$ cat config.mk
export PLATFORM = sky130hd
export DESIGN_NAME = id_ex_stage
export DESIGN_NICKNAME = d
export VERILOG_FILES = /design/src/rtl/mips_pkg.sv /design/src/rtl/hazard_detect.sv /design/src/rtl/id_ex_stage.sv
export SDC_FILE = /design/constraint.sdc
export NUM_CORES = 1
export LEC_CHECK = 0
export CORE_UTILIZATION = 25
export DETAILED_ROUTE_END_ITERATION = 6
export PLACE_DENSITY = 0.62
export SYNTH_ARGS = -nofsm -noshare
export SYNTH_HDL_FRONTEND = slang
export SYNTH_HIERARCHICAL = 1
export SYNTH_SLANG_ARGS = --single-unit
$ cat constraint.sdc
create_clock -name i_clk -period 4.1 [get_ports i_clk]
set_input_delay 1.025 -clock i_clk [delete_from_list [all_inputs] [get_ports i_clk]]
set_output_delay 1.025 -clock i_clk [all_outputs]
set_load 0.01 [all_outputs]
$ cat src/rtl/mips_pkg.sv
// Shared decode-control bit map and opcode constants for the 5-stage MIPS core.
package mips_pkg;

    localparam int unsigned CTRL_W = 15;

    localparam int unsigned SWAP_RS_SH    = 0;
    localparam int unsigned SWAP_RS_RT    = 1;
    localparam int unsigned SWAP_RT_IMM   = 2;
    localparam int unsigned SIGNED_EXT    = 3;
    localparam int unsigned MEM_RD        = 4;
    localparam int unsigned RG_WRITE      = 5;
    localparam int unsigned BYTE_RD       = 6;
    localparam int unsigned SIGNED_MEM_RD = 7;
    localparam int unsigned HALF_RD       = 8;
    localparam int unsigned WORD_RD       = 9;
    localparam int unsigned MEM_WR        = 10;
    localparam int unsigned BYTE_WR       = 11;
    localparam int unsigned HALF_WR       = 12;
    localparam int unsigned WORD_WR       = 13;
    localparam int unsigned RG_WRITE_IMM  = 14;

    localparam logic [5:0] OP_RTYPE = 6'd0;
    localparam logic [5:0] OP_SB    = 6'd40;
    localparam logic [5:0] OP_SH    = 6'd41;
    localparam logic [5:0] OP_SW    = 6'd43;

    // Constant-shift R-type functs: rs field is unused.
    localparam logic [5:0] FN_SLL = 6'd0;
    localparam logic [5:0] FN_SRL = 6'd2;
    localparam logic [5:0] FN_SRA = 6'd3;

    function automatic logic [4:0] resolve_dst(input logic [CTRL_W-1:0] ctrl,
                                               input logic [4:0]        rt,
                                               input logic [4:0]        rd);
        if (ctrl[RG_WRITE]) begin
            return rd;
        end else if (ctrl[RG_WRITE_IMM] || ctrl[MEM_RD]) begin
            return rt;
        end
        return 5'd0;
    endfunction

endpackage

$ cat src/rtl/hazard_detect.sv
// Load-use hazard detector: compares the load in EX against the source registers of the
// instruction in ID. Uses only opcode/funct/specifiers from ID, never the decoded controls.
module hazard_detect
    import mips_pkg::*;
(
    input  logic       ex_valid_i,
    input  logic       ex_mem_rd_i,
    input  logic [4:0] ex_dst_i,
    input  logic [5:0] id_opcode_i,
    input  logic [5:0] id_funct_i,
    input  logic [4:0] id_rs_i,
    input  logic [4:0] id_rt_i,
    output logic       hazard_o
);

    logic uses_rs;
    logic uses_rt;
    logic rs_match;
    logic rt_match;

    always_comb begin
        uses_rs  = !((id_opcode_i == OP_RTYPE) &&
                     ((id_funct_i == FN_SLL) || (id_funct_i == FN_SRL) ||
                      (id_funct_i == FN_SRA)));
        uses_rt  = (id_opcode_i == OP_RTYPE) || (id_opcode_i == OP_SB) ||
                   (id_opcode_i == OP_SH) || (id_opcode_i == OP_SW);
        rs_match = uses_rs && (ex_dst_i == id_rs_i);
        rt_match = uses_rt && (ex_dst_i == id_rt_i);
        hazard_o = ex_valid_i && ex_mem_rd_i && (ex_dst_i != 5'd0) && (rs_match || rt_match);
    end

endmodule

$ cat src/rtl/id_ex_stage.sv
// ID->EX pipeline register: captures decode bundle and operands, resolves the write-back
// register, and inserts a bubble on load-use hazards (with stall/flush handling).
module id_ex_stage
    import mips_pkg::*;
#(
    parameter int unsigned DATA_W = 32,
    parameter int unsigned CNT_W  = 16
) (
    input  logic              i_clk,
    input  logic              i_rst,
    input  logic              i_flush,
    input  logic              i_ex_stall,
    input  logic [CTRL_W-1:0] i_ctrl,
    input  logic [5:0]        i_opcode,
    input  logic [5:0]        i_funct,
    input  logic [4:0]        i_rs,
    input  logic [4:0]        i_rt,
    input  logic [4:0]        i_rd,
    input  logic [4:0]        i_shamt,
    input  logic [15:0]       i_imm,
    input  logic [DATA_W-1:0] i_rs_data,
    input  logic [DATA_W-1:0] i_rt_data,
    output logic              o_valid,
    output logic [CTRL_W-1:0] o_ctrl,
    output logic [5:0]        o_opcode,
    output logic [5:0]        o_funct,
    output logic [4:0]        o_rs,
    output logic [4:0]        o_rt,
    output logic [4:0]        o_dst,
    output logic [4:0]        o_shamt,
    output logic [DATA_W-1:0] o_rs_data,
    output logic [DATA_W-1:0] o_rt_data,
    output logic [DATA_W-1:0] o_imm_ext,
    output logic              o_nop,
    output logic              o_stall,
    output logic [CNT_W-1:0]  o_bubble_cnt
);

    logic              valid_q,   valid_d;
    logic [CTRL_W-1:0] ctrl_q,    ctrl_d;
    logic [5:0]        opcode_q,  opcode_d;
    logic [5:0]        funct_q,   funct_d;
    logic [4:0]        rs_q,      rs_d;
    logic [4:0]        rt_q,      rt_d;
    logic [4:0]        dst_q,     dst_d;
    logic [4:0]        shamt_q,   shamt_d;
    logic [DATA_W-1:0] rs_data_q, rs_data_d;
    logic [DATA_W-1:0] rt_data_q, rt_data_d;
    logic [DATA_W-1:0] imm_q,     imm_d;
    logic [CNT_W-1:0]  cnt_q,     cnt_d;

    logic              hazard;
    logic [DATA_W-1:0] imm_ext;

    hazard_detect u_hazard_detect (
        .ex_valid_i  (valid_q),
        .ex_mem_rd_i (ctrl_q[MEM_RD]),
        .ex_dst_i    (dst_q),
        .id_opcode_i (i_opcode),
        .id_funct_i  (i_funct),
        .id_rs_i     (i_rs),
        .id_rt_i     (i_rt),
        .hazard_o    (hazard)
    );

    always_comb begin
        imm_ext = i_ctrl[SIGNED_EXT] ? {{(DATA_W-16){i_imm[15]}}, i_imm}
                                     : {{(DATA_W-16){1'b0}}, i_imm};
    end

    always_comb begin
        o_nop   = hazard && !i_flush && !i_ex_stall;
        o_stall = i_ex_stall || (hazard && !i_flush);
    end

    // Priority: flush bubble > EX hold > hazard bubble (counted) > normal load.
    always_comb begin
        valid_d   = valid_q;
        ctrl_d    = ctrl_q;
        opcode_d  = opcode_q;
        funct_d   = funct_q;
        rs_d      = rs_q;
        rt_d      = rt_q;
        dst_d     = dst_q;
        shamt_d   = shamt_q;
        rs_data_d = rs_data_q;
        rt_data_d = rt_data_q;
        imm_d     = imm_q;
        cnt_d     = cnt_q;

        if (i_flush || (!i_ex_stall && hazard)) begin
            valid_d   = 1'b0;
            ctrl_d    = '0;
            opcode_d  = '0;
            funct_d   = '0;
            rs_d      = '0;
            rt_d      = '0;
            dst_d     = '0;
            shamt_d   = '0;
            rs_data_d = '0;
            rt_data_d = '0;
            imm_d     = '0;
            if (!i_flush && !(&cnt_q)) begin
                cnt_d = cnt_q + CNT_W'(1);
            end
        end else if (!i_ex_stall) begin
            valid_d   = 1'b1;
            ctrl_d    = i_ctrl;
            opcode_d  = i_opcode;
            funct_d   = i_funct;
            rs_d      = i_rs;
            rt_d      = i_rt;
            dst_d     = resolve_dst(i_ctrl, i_rt, i_rd);
            shamt_d   = i_shamt;
            rs_data_d = i_rs_data;
            rt_data_d = i_rt_data;
            imm_d     = imm_ext;
        end
    end

    always_ff @(posedge i_clk) begin
        if (i_rst) begin
            valid_q   <= 1'b0;
            ctrl_q    <= '0;
            opcode_q  <= '0;
            funct_q   <= '0;
            rs_q      <= '0;
            rt_q      <= '0;
            dst_q     <= '0;
            shamt_q   <= '0;
            rs_data_q <= '0;
            rt_data_q <= '0;
            imm_q     <= '0;
            cnt_q     <= '0;
        end else begin
            valid_q   <= valid_d;
            ctrl_q    <= ctrl_d;
            opcode_q  <= opcode_d;
            funct_q   <= funct_d;
            rs_q      <= rs_d;
            rt_q      <= rt_d;
            dst_q     <= dst_d;
            shamt_q   <= shamt_d;
            rs_data_q <= rs_data_d;
            rt_data_q <= rt_data_d;
            imm_q     <= imm_d;
            cnt_q     <= cnt_d;
        end
    end

    assign o_valid      = valid_q;
    assign o_ctrl       = ctrl_q;
    assign o_opcode     = opcode_q;
    assign o_funct      = funct_q;
    assign o_rs         = rs_q;
    assign o_rt         = rt_q;
    assign o_dst        = dst_q;
    assign o_shamt      = shamt_q;
    assign o_rs_data    = rs_data_q;
    assign o_rt_data    = rt_data_q;
    assign o_imm_ext    = imm_q;
    assign o_bubble_cnt = cnt_q;

endmodule

==> flow_metrics.env <==
export IMPL_routabilityCongestion=0.788
export IMPL_ys_seq_elements=145
export IMPL_drc=0
export IMPL_worstPathMaxFanout=3
export IMPL_startpoint_type="primary input"
export IMPL_area_growth_pct=66.7
export IMPL_status="finished clean"
export IMPL_synth_cells=578
export IMPL_ys_seq_area_share_pct=50.7
export IMPL_clk_path_buf_depth=2
export IMPL_wl_um=16700
export IMPL_die_area_mm2=0.0235
export IMPL_portBuffers=292
export IMPL_synth_commonest_cells="dfxtp_1, nor2_1, mux2i_1"
export IMPL_synth_top_cell_by_area="dfxtp_1"
export IMPL_cts_tree="built"
export IMPL_synth_most_common_cell="dfxtp_1"
export IMPL_use_met3_pct=6.07
export IMPL_peakVddDrop_v=0.000221
export IMPL_worst_setup_path_type="primary input to output pin"
export IMPL_drtIter0Drc=178
export IMPL_ys_warn_count=6
export IMPL_routedWlPerCell_um=14.4
export IMPL_grt_overflow=0
export IMPL_initial_core_util_pct=25.4
export IMPL_pre_cts_ws_ps=-319
export IMPL_synth_edf_count=0
export IMPL_final_cells=1159
export IMPL_tns_ps=0
export IMPL_clk_latency_ps=410
export IMPL_cp_required_ps=3070
export IMPL_htreeDepth=4
export IMPL_hold_buffers=0
export IMPL_yosysUniqueCellTypes=38
export IMPL_drtPass1Iterations=4
export IMPL_skew_ps=7.97
export IMPL_diodes=0
export IMPL_drt_vias_per_instance=4.33
export IMPL_hold_viol_final=0
export IMPL_die_w_um=153
export IMPL_clkTransAtPathRegs_ps=60
export IMPL_finalWorstSetupSlack_ps=218
export IMPL_placementRows=55
export IMPL_layout_drive_gt1_share_pct=6.98
export IMPL_core_mm2=0.0226
export IMPL_synthArstFlopShare_pct=0
export IMPL_cts_root_buffer="clkbuf_16"
export IMPL_worstSetupEndpointType="output pin"
export IMPL_met1_usage_pct=16.7
export IMPL_track_usage_pct=14.2
export IMPL_grt_busiest_layer="met2"
export IMPL_grt_pass1_wl_um=26300
export IMPL_finalCriticalPeriod_ps=3880
export IMPL_postRouteAntennaNets=0
export IMPL_drv_cap=0
export IMPL_antenna_found_initial=0
export IMPL_ys_top_cells_by_area="dfxtp_1, mux2i_1, nor2_1, buf_4, clkbuf_1"
export IMPL_rsz0062_at_grt="false"
export IMPL_synthesis_area_mm2=0.00573
export IMPL_worstPathArrival_ps=2860
export IMPL_fmax_ghz=0.258
export IMPL_synth_ff_type="dfxtp_1"
export IMPL_grt_use_met2_pct=23.4
export IMPL_p_per_area_mw_per_mm2=366
export IMPL_grt_pass1_vias=4921
export IMPL_mappedNetlistNets=710
export IMPL_die_y_um=153
export IMPL_nets=993
export IMPL_drv_slew=0
export IMPL_ios=293
export IMPL_finalSetupViolCount=0
export IMPL_via_count=5016
export IMPL_grt_max_degree=72
export IMPL_tightest_slew_ps=911
export IMPL_power_leakage_uw=0.00379
export IMPL_placedCellCount=1127
export IMPL_dp_hpwl_um=11900
export IMPL_cts_inserted_buffers=17
export IMPL_final_period_utilization_pct=94.7
export IMPL_hp_class="flop to flop"
export IMPL_postSynthAreaPerCell_um2=9.91
export IMPL_relSlewSlack_pct=39.3
export IMPL_yosysTopAreaCellShare_pct=50.7
export IMPL_cts_sinks=145
logic make-up after synthesis:
| logic type | after synthesis | synth area share, % |
|---|---|---|
| AND/OR/NAND/NOR | 193 | 15.6 |
| flip-flops | 145 | 50.7 |
| multiplexers | 129 | 22.6 |
| buffers and inverters | 54 | 4.65 |
| AO/OA/AOI/OAI | 46 | 4.76 |
| XOR/XNOR | 10 | 1.53 |
| adder cells (fa/ha/maj) | 1 | 0.218 |
timing repair:
item / CTS / global route
setup buffers: 0 / 0
pin swaps: 1 / 1
endpoints found under the setup margin: 2 / 2
gates resized for setup: 3 / 4
cell type report:
class                      count  area [um^2]
multi-input combinational    379         2570
clock buffer                  19          453
inverter                       7         26.3
sequential                   145         2900
tap                          285          357
clock inverter                13          151
timing repair buffer         311         3080
fill                        2248        13000
cells in the final DEF (no fill, tap or decap), drive strengths merged, types with 3 or more instances in the layout:
master	n
inv	11
or4	10
a21oi	16
nor2b	3
clkinv	4
nor2	134
clkinvlp	3
xor2	8
mux2i	127
dfxtp	145
o21ai	15
clkbuf	21
or3	4
o31ai	8
nand3	5
clkdlybuf4s50	289
buf	20
nor3	5
nor4	6
nand4	6
nand2	12
per-layer routing:
layer / wire (um) / vias to the layer above / share of wire (%)
met1: 7220 / 2274 / 43
li1: - / 2546 / -
met2: 7800 / 188 / 47
met3: 1550 / 8 / 9.3
met4: 155 / 0 / 0.93
met5: 0 / - / 0
state kept, by name, summed over array words and instances, names as in the netlist:
register	count
o_imm_ext	17
o_rt_data	32
o_opcode	6
o_dst	5
o_funct	6
o_rt	5
o_shamt	5
o_valid	1
o_ctrl	15
o_rs_data	32
o_bubble_cnt	16
o_rs	5
final timing paths:
check                               from                to  slack (ps)  cells after the start
worst min register to register   o_valid           o_valid         490                      2
worst max-delay path             i_rt[4]             o_nop         220                      9
worst min-delay path             o_valid           o_valid         490                      2
worst max register to register  o_dst[3]  o_bubble_cnt[12]        1200                     11
worst max-delay path, stage by stage:
cell	delay [ps]
clkdlybuf4s50_1	430
xor2_1	160
nor4_2	350
buf_4	160
o211ai_1	80
a21oi_1	150
buf_4	140
nor3b_4	190
clkbuf_2	160
per-stage QoR:
| stage | instance area [um^2] | total power, uW | utilization [%] | hold slack, ps |
|---|---|---|---|---|
| 2_1_floorplan | 5730 | 1680 | - | 496 |
| 3_3_place_gp | 8950 | 1940 | 39.6 | 468 |
| 3_5_place_dp | 8950 | 1940 | 39.6 | 476 |
| 4_1_cts | 9550 | 3560 | 42.3 | 496 |
| 5_1_grt | 9550 | 3660 | 42.3 | 513 |
| 6_report | 9550 | 3490 | 42.3 | 488 |
power breakdown:
group          switching, uW  internal (uW)
Combinational            169            262
Clock                    649            942
Sequential              23.8           1450
Total                    841           2650
No activity file was read; power rests on OpenSTA's default activity.
